`config.mk`:
```
export PLATFORM = sky130hd
export DESIGN_NAME = bpu_update_queue
export DESIGN_NICKNAME = d
export VERILOG_FILES = /design/src/rtl/bpu_pkg.sv /design/src/rtl/bpu_sat_cnt.sv /design/src/rtl/bpu_update_queue.sv
export SDC_FILE = /design/constraint.sdc
export NUM_CORES = 1
export LEC_CHECK = 0
export BUFFER_PORTS_ARGS = -buffer_cell sky130_fd_sc_hd__buf_2
export CAP_MARGIN = 20
export CORE_MARGIN = 4
export CORE_UTILIZATION = 40
export CTS_CLUSTER_DIAMETER = 120
export CTS_CLUSTER_SIZE = 20
export DETAILED_ROUTE_END_ITERATION = 10
export GPL_TIMING_DRIVEN = 1
export PLACE_DENSITY = 0.57
export SLEW_MARGIN = 20
export SYNTH_ARGS = -nofsm -noshare
export SYNTH_HDL_FRONTEND = slang
export SYNTH_SLANG_ARGS = --single-unit
```
`constraint.sdc`:
```
create_clock -name clk -period 6.35 [get_ports clk]
set_input_delay 0 -clock clk [delete_from_list [all_inputs] [get_ports clk]]
set_output_delay 0 -clock clk [all_outputs]
set_load 0.02 [all_outputs]
```
`src/rtl/bpu_pkg.sv`:
```
`default_nettype none
// +------------------------------------------------------------------------+
// | bpu_pkg                                                                |
// | Shared branch-update record layout and mispredict classification.      |
// | Used by bpu_update_queue now and by future PHT / RAS update paths.     |
// | Revision: 1.0  initial release                                         |
// +------------------------------------------------------------------------+
package bpu_pkg;

  // Stored record: pc | real_address | real_direct | update_type | mis |
  // pred_address. The predicted target is carried for downstream trainers
  // that need the original guess; the BTB port itself does not read it.
  localparam int REC_W     = 99;
  localparam int PC_LSB    = 0;
  localparam int RADDR_LSB = 32;
  localparam int RDIR_BIT  = 64;
  localparam int UTYPE_BIT = 65;
  localparam int MIS_BIT   = 66;
  localparam int PADDR_LSB = 67;

  // A direction miss always counts; a target miss only matters when the
  // branch was actually taken (a not-taken branch has no useful target).
  function automatic logic mispredict(input logic        pred_direct,
                                      input logic [31:0] pred_address,
                                      input logic        real_direct,
                                      input logic [31:0] real_address);
    return (pred_direct != real_direct) |
           (real_direct & (pred_address != real_address));
  endfunction

  function automatic logic [REC_W-1:0] pack_rec(input logic [31:0] pc,
                                                input logic [31:0] real_address,
                                                input logic        real_direct,
                                                input logic        update_type,
                                                input logic        mis,
                                                input logic [31:0] pred_address);
    return {pred_address, mis, update_type, real_direct, real_address, pc};
  endfunction

endpackage
`default_nettype wire

```
`src/rtl/bpu_sat_cnt.sv`:
```
`default_nettype none
// +------------------------------------------------------------------------+
// | bpu_sat_cnt                                                            |
// | Saturating up-counter with synchronous clear.                          |
// | Ports: clk, clr (sync clear, wins over inc), inc, cnt[CNT_W-1:0].     |
// | Revision: 1.0  initial release                                         |
// +------------------------------------------------------------------------+
module bpu_sat_cnt #(
  parameter int CNT_W = 16
) (
  input  logic             clk,
  input  logic             clr,
  input  logic             inc,
  output logic [CNT_W-1:0] cnt
);

  always_ff @(posedge clk) begin
    if (clr) begin
      cnt <= '0;
    end else if (inc && (cnt != {CNT_W{1'b1}})) begin
      cnt <= cnt + 1'b1;
    end
  end

endmodule
`default_nettype wire

```
`src/rtl/bpu_update_queue.sv`:
```
`default_nettype none
// +------------------------------------------------------------------------+
// | bpu_update_queue                                                       |
// | FIFO of resolved-branch records between EX and the BTB update port.    |
// | Inputs : clk, resetn (sync, active low), stallreq, ex_* branch record. |
// | Outputs: head record (update_pc, real_direct, real_address,            |
// |          update_type), pred_flag / pred_true strobes, q_count,         |
// |          drop_cnt (overflow losses), mispred_cnt (mispredicts popped). |
// | Revision: 1.0  initial release                                         |
// +------------------------------------------------------------------------+
module bpu_update_queue
  import bpu_pkg::*;
#(
  parameter int DEPTH = 4,
  parameter int CNT_W = 16
) (
  input  logic                     clk,
  input  logic                     resetn,
  input  logic                     stallreq,
  input  logic                     ex_valid,
  input  logic [31:0]              ex_pc,
  input  logic                     ex_pred_direct,
  input  logic [31:0]              ex_pred_address,
  input  logic                     ex_real_direct,
  input  logic [31:0]              ex_real_address,
  input  logic                     ex_update_type,
  output logic [31:0]              update_pc,
  output logic                     pred_flag,
  output logic                     pred_true,
  output logic                     real_direct,
  output logic [31:0]              real_address,
  output logic                     update_type,
  output logic [$clog2(DEPTH):0]   q_count,
  output logic [CNT_W-1:0]         drop_cnt,
  output logic [CNT_W-1:0]         mispred_cnt
);

  localparam int                AW      = $clog2(DEPTH);
  localparam logic [AW:0]       DEPTH_Q = (AW+1)'(DEPTH);

  logic [REC_W-1:0] mem [DEPTH];
  logic [AW-1:0]    rd_ptr;
  logic [AW-1:0]    wr_ptr;
  logic [AW:0]      count;

  logic             empty;
  logic             pop;
  logic             push;
  logic             head_mis;
  logic [REC_W-1:0] new_rec;

  assign empty = (count == '0);
  // The BTB updates on exactly the same condition, so this pop is the
  // BTB's consumption of the head record.
  assign pop   = ~empty & ~stallreq;
  // A full queue still accepts when its head leaves on the same edge.
  assign push  = ex_valid & ((count != DEPTH_Q) | pop);

  assign new_rec = pack_rec(ex_pc, ex_real_address, ex_real_direct, ex_update_type,
                            mispredict(ex_pred_direct, ex_pred_address,
                                       ex_real_direct, ex_real_address),
                            ex_pred_address);

  // Storage carries no reset; stale slots are never visible because the
  // outputs are gated by occupancy.
  always_ff @(posedge clk) begin
    if (push) begin
      mem[wr_ptr] <= new_rec;
    end
  end

  always_ff @(posedge clk) begin
    if (!resetn) begin
      rd_ptr <= '0;
      wr_ptr <= '0;
      count  <= '0;
    end else begin
      if (pop)  rd_ptr <= rd_ptr + 1'b1;  // power-of-two depth: natural wrap
      if (push) wr_ptr <= wr_ptr + 1'b1;
      case ({push, pop})
        2'b10:   count <= count + 1'b1;
        2'b01:   count <= count - 1'b1;
        default: count <= count;
      endcase
    end
  end

  assign head_mis     = mem[rd_ptr][MIS_BIT];
  assign update_pc    = empty ? 32'h0 : mem[rd_ptr][PC_LSB +: 32];
  assign real_address = empty ? 32'h0 : mem[rd_ptr][RADDR_LSB +: 32];
  assign real_direct  = ~empty & mem[rd_ptr][RDIR_BIT];
  assign update_type  = ~empty & mem[rd_ptr][UTYPE_BIT];
  assign pred_flag    = ~empty & head_mis;
  assign pred_true    = ~empty & ~head_mis;
  assign q_count      = count;

  bpu_sat_cnt #(.CNT_W(CNT_W)) u_drop_cnt (
    .clk (clk),
    .clr (~resetn),
    .inc (ex_valid & ~push),
    .cnt (drop_cnt)
  );

  bpu_sat_cnt #(.CNT_W(CNT_W)) u_mispred_cnt (
    .clk (clk),
    .clr (~resetn),
    .inc (pop & head_mis),
    .cnt (mispred_cnt)
  );

endmodule
`default_nettype wire

```
==> impl_metrics.env <==
export IMPL_synth_edf_count=268
export IMPL_antenna_cells=0
export IMPL_synth_common_cells="edfxtp_1, and2_1, mux4_2"
export IMPL_yosysWarnings=0
export IMPL_synth_compound_area_share_pct=0.9962
export IMPL_routedWlPerCell_um=19.47
export IMPL_synth_avg_cell_area_um2=17.87
export IMPL_syn_nets=813
export IMPL_finalHoldViolCount=0
export IMPL_pin_count=206
export IMPL_final_nets=1085
export IMPL_wirelength_mm=26.94
export IMPL_grt_max_degree=67
export IMPL_wl_met3_mm=1.634
export IMPL_gp_congestion=0.7338
export IMPL_async_flop_share_pct=0
export IMPL_via_per_inst=5.062
export IMPL_cts_sinks=309
export IMPL_route_met2_wl_mm=12.78
export IMPL_tightest_slew_ps=1018
export IMPL_htree_levels=1
export IMPL_insertion_delay_ps=500
export IMPL_netSwitchingPower_mw=1.700
export IMPL_worstPathCellList="buf_4 -> mux4_2 -> and2_1 -> buf_2"
export IMPL_synth_top_family_by_area="multiplexers"
export IMPL_globalRouteOverflowTotal=0
export IMPL_wl_met1_mm=12.19
export IMPL_row_count=64
export IMPL_status="finished, final reports clean"
export IMPL_setup_viol=0
export IMPL_yosys_top_cells_area="edfxtp_1, mux4_2, dfxtp_1"
export IMPL_grt_pass1_wl_mm=41.48
export IMPL_yosysMostFrequentCell="edfxtp_1"
export IMPL_hp_class="input port to flop"
export IMPL_slowest_stage="buf_4"
export IMPL_place_area_mm2=0.01403
export IMPL_fin_crit_ps=3025
export IMPL_dieArea_mm2=0.03430
export IMPL_p_leak_nw=5.532
export IMPL_synth_ff_type="edfxtp_1"
export IMPL_antenna_found_initial=2
export IMPL_area_growth_pct=21.49
export IMPL_synth_seq_cells=309
export IMPL_ir_worst_vdd_uv=173.8
export IMPL_path_clk_slew_ps=80
export IMPL_first_iter_violations=316
export IMPL_criticalPathCategory="flop to output pin"
export IMPL_hpwl_mm=16.81
export IMPL_maxClockFrequency_mhz=330.6
export IMPL_crit_fanout=41
export IMPL_max_stage_delay_ps=800
export IMPL_tns_ps=0
export IMPL_maxCapViolations=0
export IMPL_stdcell_area_mm2=0.01526
export IMPL_die_x_um=185.2
export IMPL_slew_viol_final=0
export IMPL_p_per_area_mw_per_mm2=350.8
export IMPL_synth_xor_area_share_pct=4.184
export IMPL_p_comb_share_pct=31.5
export IMPL_p_seq_share_pct=46.0
export IMPL_clock_path_buffers=3
export IMPL_drtPass1Iterations=4
export IMPL_finClkSkew_ps=18.00
export IMPL_cp_arrival_ps=3020
export IMPL_cts_root_buf="clkbuf_16"
export IMPL_synth_distinct_cells=41
export IMPL_synthSimpleGateAreaFrac_pct=9.404
export IMPL_design_core_area_mm2=0.03075
export IMPL_intPower_mw=3.652
export IMPL_synth_area_mux_share_pct=12.73
export IMPL_io_buffers=205
export IMPL_yosysTopAreaCell="edfxtp_1"
export IMPL_highest_layer="met5"
export IMPL_synth_area_mm2=0.01256
export IMPL_p_clk_share_pct=22.5
export IMPL_synth_top_area_share_pct=64.08
export IMPL_grt_use_total_pct=15.51
export IMPL_numCtsBuffers=19
export IMPL_rsz0062_at_grt="false"
export IMPL_yosys_area_share_adder_pct=0.7571
export IMPL_cts_tree="done"
export IMPL_die_h_um=185.2
export IMPL_drive_gt1_share_pct=31.78
export IMPL_vias=7006
export IMPL_nFillCells=2680
export IMPL_cp_required_ps=6350
export IMPL_cp_end_kind="output pin"
export IMPL_seq_area_frac_synth_pct=70.61
export IMPL_start_util_pct=40.84
export IMPL_fin_crit_sh_pct=47.63
export IMPL_first_global_vias=7284
export IMPL_drc_errors=0
export IMPL_netSwitchingFraction_pct=31.77
export IMPL_relSlewSlack_pct=32.10
export IMPL_ant_nets=0
export IMPL_syn_inst=703
export IMPL_start_kind="flop"
-- cells by family after synthesis --
kind of cell	count (synthesis)
flip-flops	309
XOR/XNOR	60
multiplexers	76
adder cells (fa/ha/maj)	7
AO/OA/AOI/OAI	18
AND/OR/NAND/NOR	194
buffers and inverters	39
-- stage by stage --
step / setup slack [ps] / cells / hold slack (ps) / util [%] / total power [mW]
finish: 3325 / 1384 / 34.98 / 49.62 / 5.352
global route: 3046 / 1384 / 59.16 / 49.62 / 5.640
CTS: 3181 / 1384 / 1.459 / 49.62 / 5.454
detailed placement: 3631 / 1282 / 219.5 / 45.62 / 4.209
global placement: 3734 / 1282 / 218.4 / 45.62 / 4.207
floorplan: 3243 / 703 / 98.87 / - / 3.630
-- per-layer routing --
metal,vias to the layer above,track usage (%)
met2,192,25.46
met1,3522,22.58
met3,30,2.435
met4,4,2.466
met5,-,0
li1,3258,-
-- placed cells by master, fill, tap and decap left out, types with 9 or more instances in the layout --
cell / count
inv_1: 9
mux2i_1: 9
nor4_1: 12
and2_1: 99
dlygate4sd3_1: 68
nand4_1: 15
xnor2_1: 18
edfxtp_1: 268
mux4_2: 67
nand3_1: 11
xor2_1: 42
clkbuf_16: 19
dfxtp_1: 39
clkbuf_1: 13
buf_2: 205
nand2_1: 12
-- power groups by stage --
stage	logic [mW]	clock network [mW]	registers [mW]
2_1_floorplan	1.16	0	2.47
3_3_place_gp	1.70	0	2.51
3_5_place_dp	1.69	0	2.51
4_1_cts	1.73	1.25	2.47
5_1_grt	1.83	1.33	2.49
6_report	1.69	1.20	2.46
-- worst paths after layout --
path	from	endpoint	slack, ps	cells after the start
max	flop	real_address[20]	3330	4
min	stallreq	flop	30	4
max reg2reg	q_count[0]	mem[2][0]	3650	5
min reg2reg	u_mispred_cnt.cnt[15]	u_mispred_cnt.cnt[15]	490	2
-- critical path: cells and delay by family, from the launching register on --
family | cells | cell delay, ps
multiplexers | 1 | 610
buffers and inverters | 2 | 970
flip-flops | 1 | 720
AND/OR/NAND/NOR | 1 | 210
-- flip-flops by register name (all words and copies together) (netlist names), named ones only --
name               count
wr_ptr                 2
u_mispred_cnt.cnt     16
q_count                3
rd_ptr                 2
u_drop_cnt.cnt        16
mem                  268
-- final cells by class --
cell class	instances	area, µm²	share of cell area, %
flip-flops and latches	309	8876	58.17
multi-input cells	355	3537	23.18
repair buffers	281	1767	11.58
clock buffers	32	524.3	3.436
well taps	396	495.5	3.247
inverters	9	33.78	0.2214
clock inverters	2	25.02	0.1640
-- repair_timing --
action                                 CTS  global route
hold buffers                            68             0
setup buffers                            0             0
endpoints found under the hold margin  269             0
resized for setup                        0             0
No activity file was read; power rests on OpenSTA's default activity.
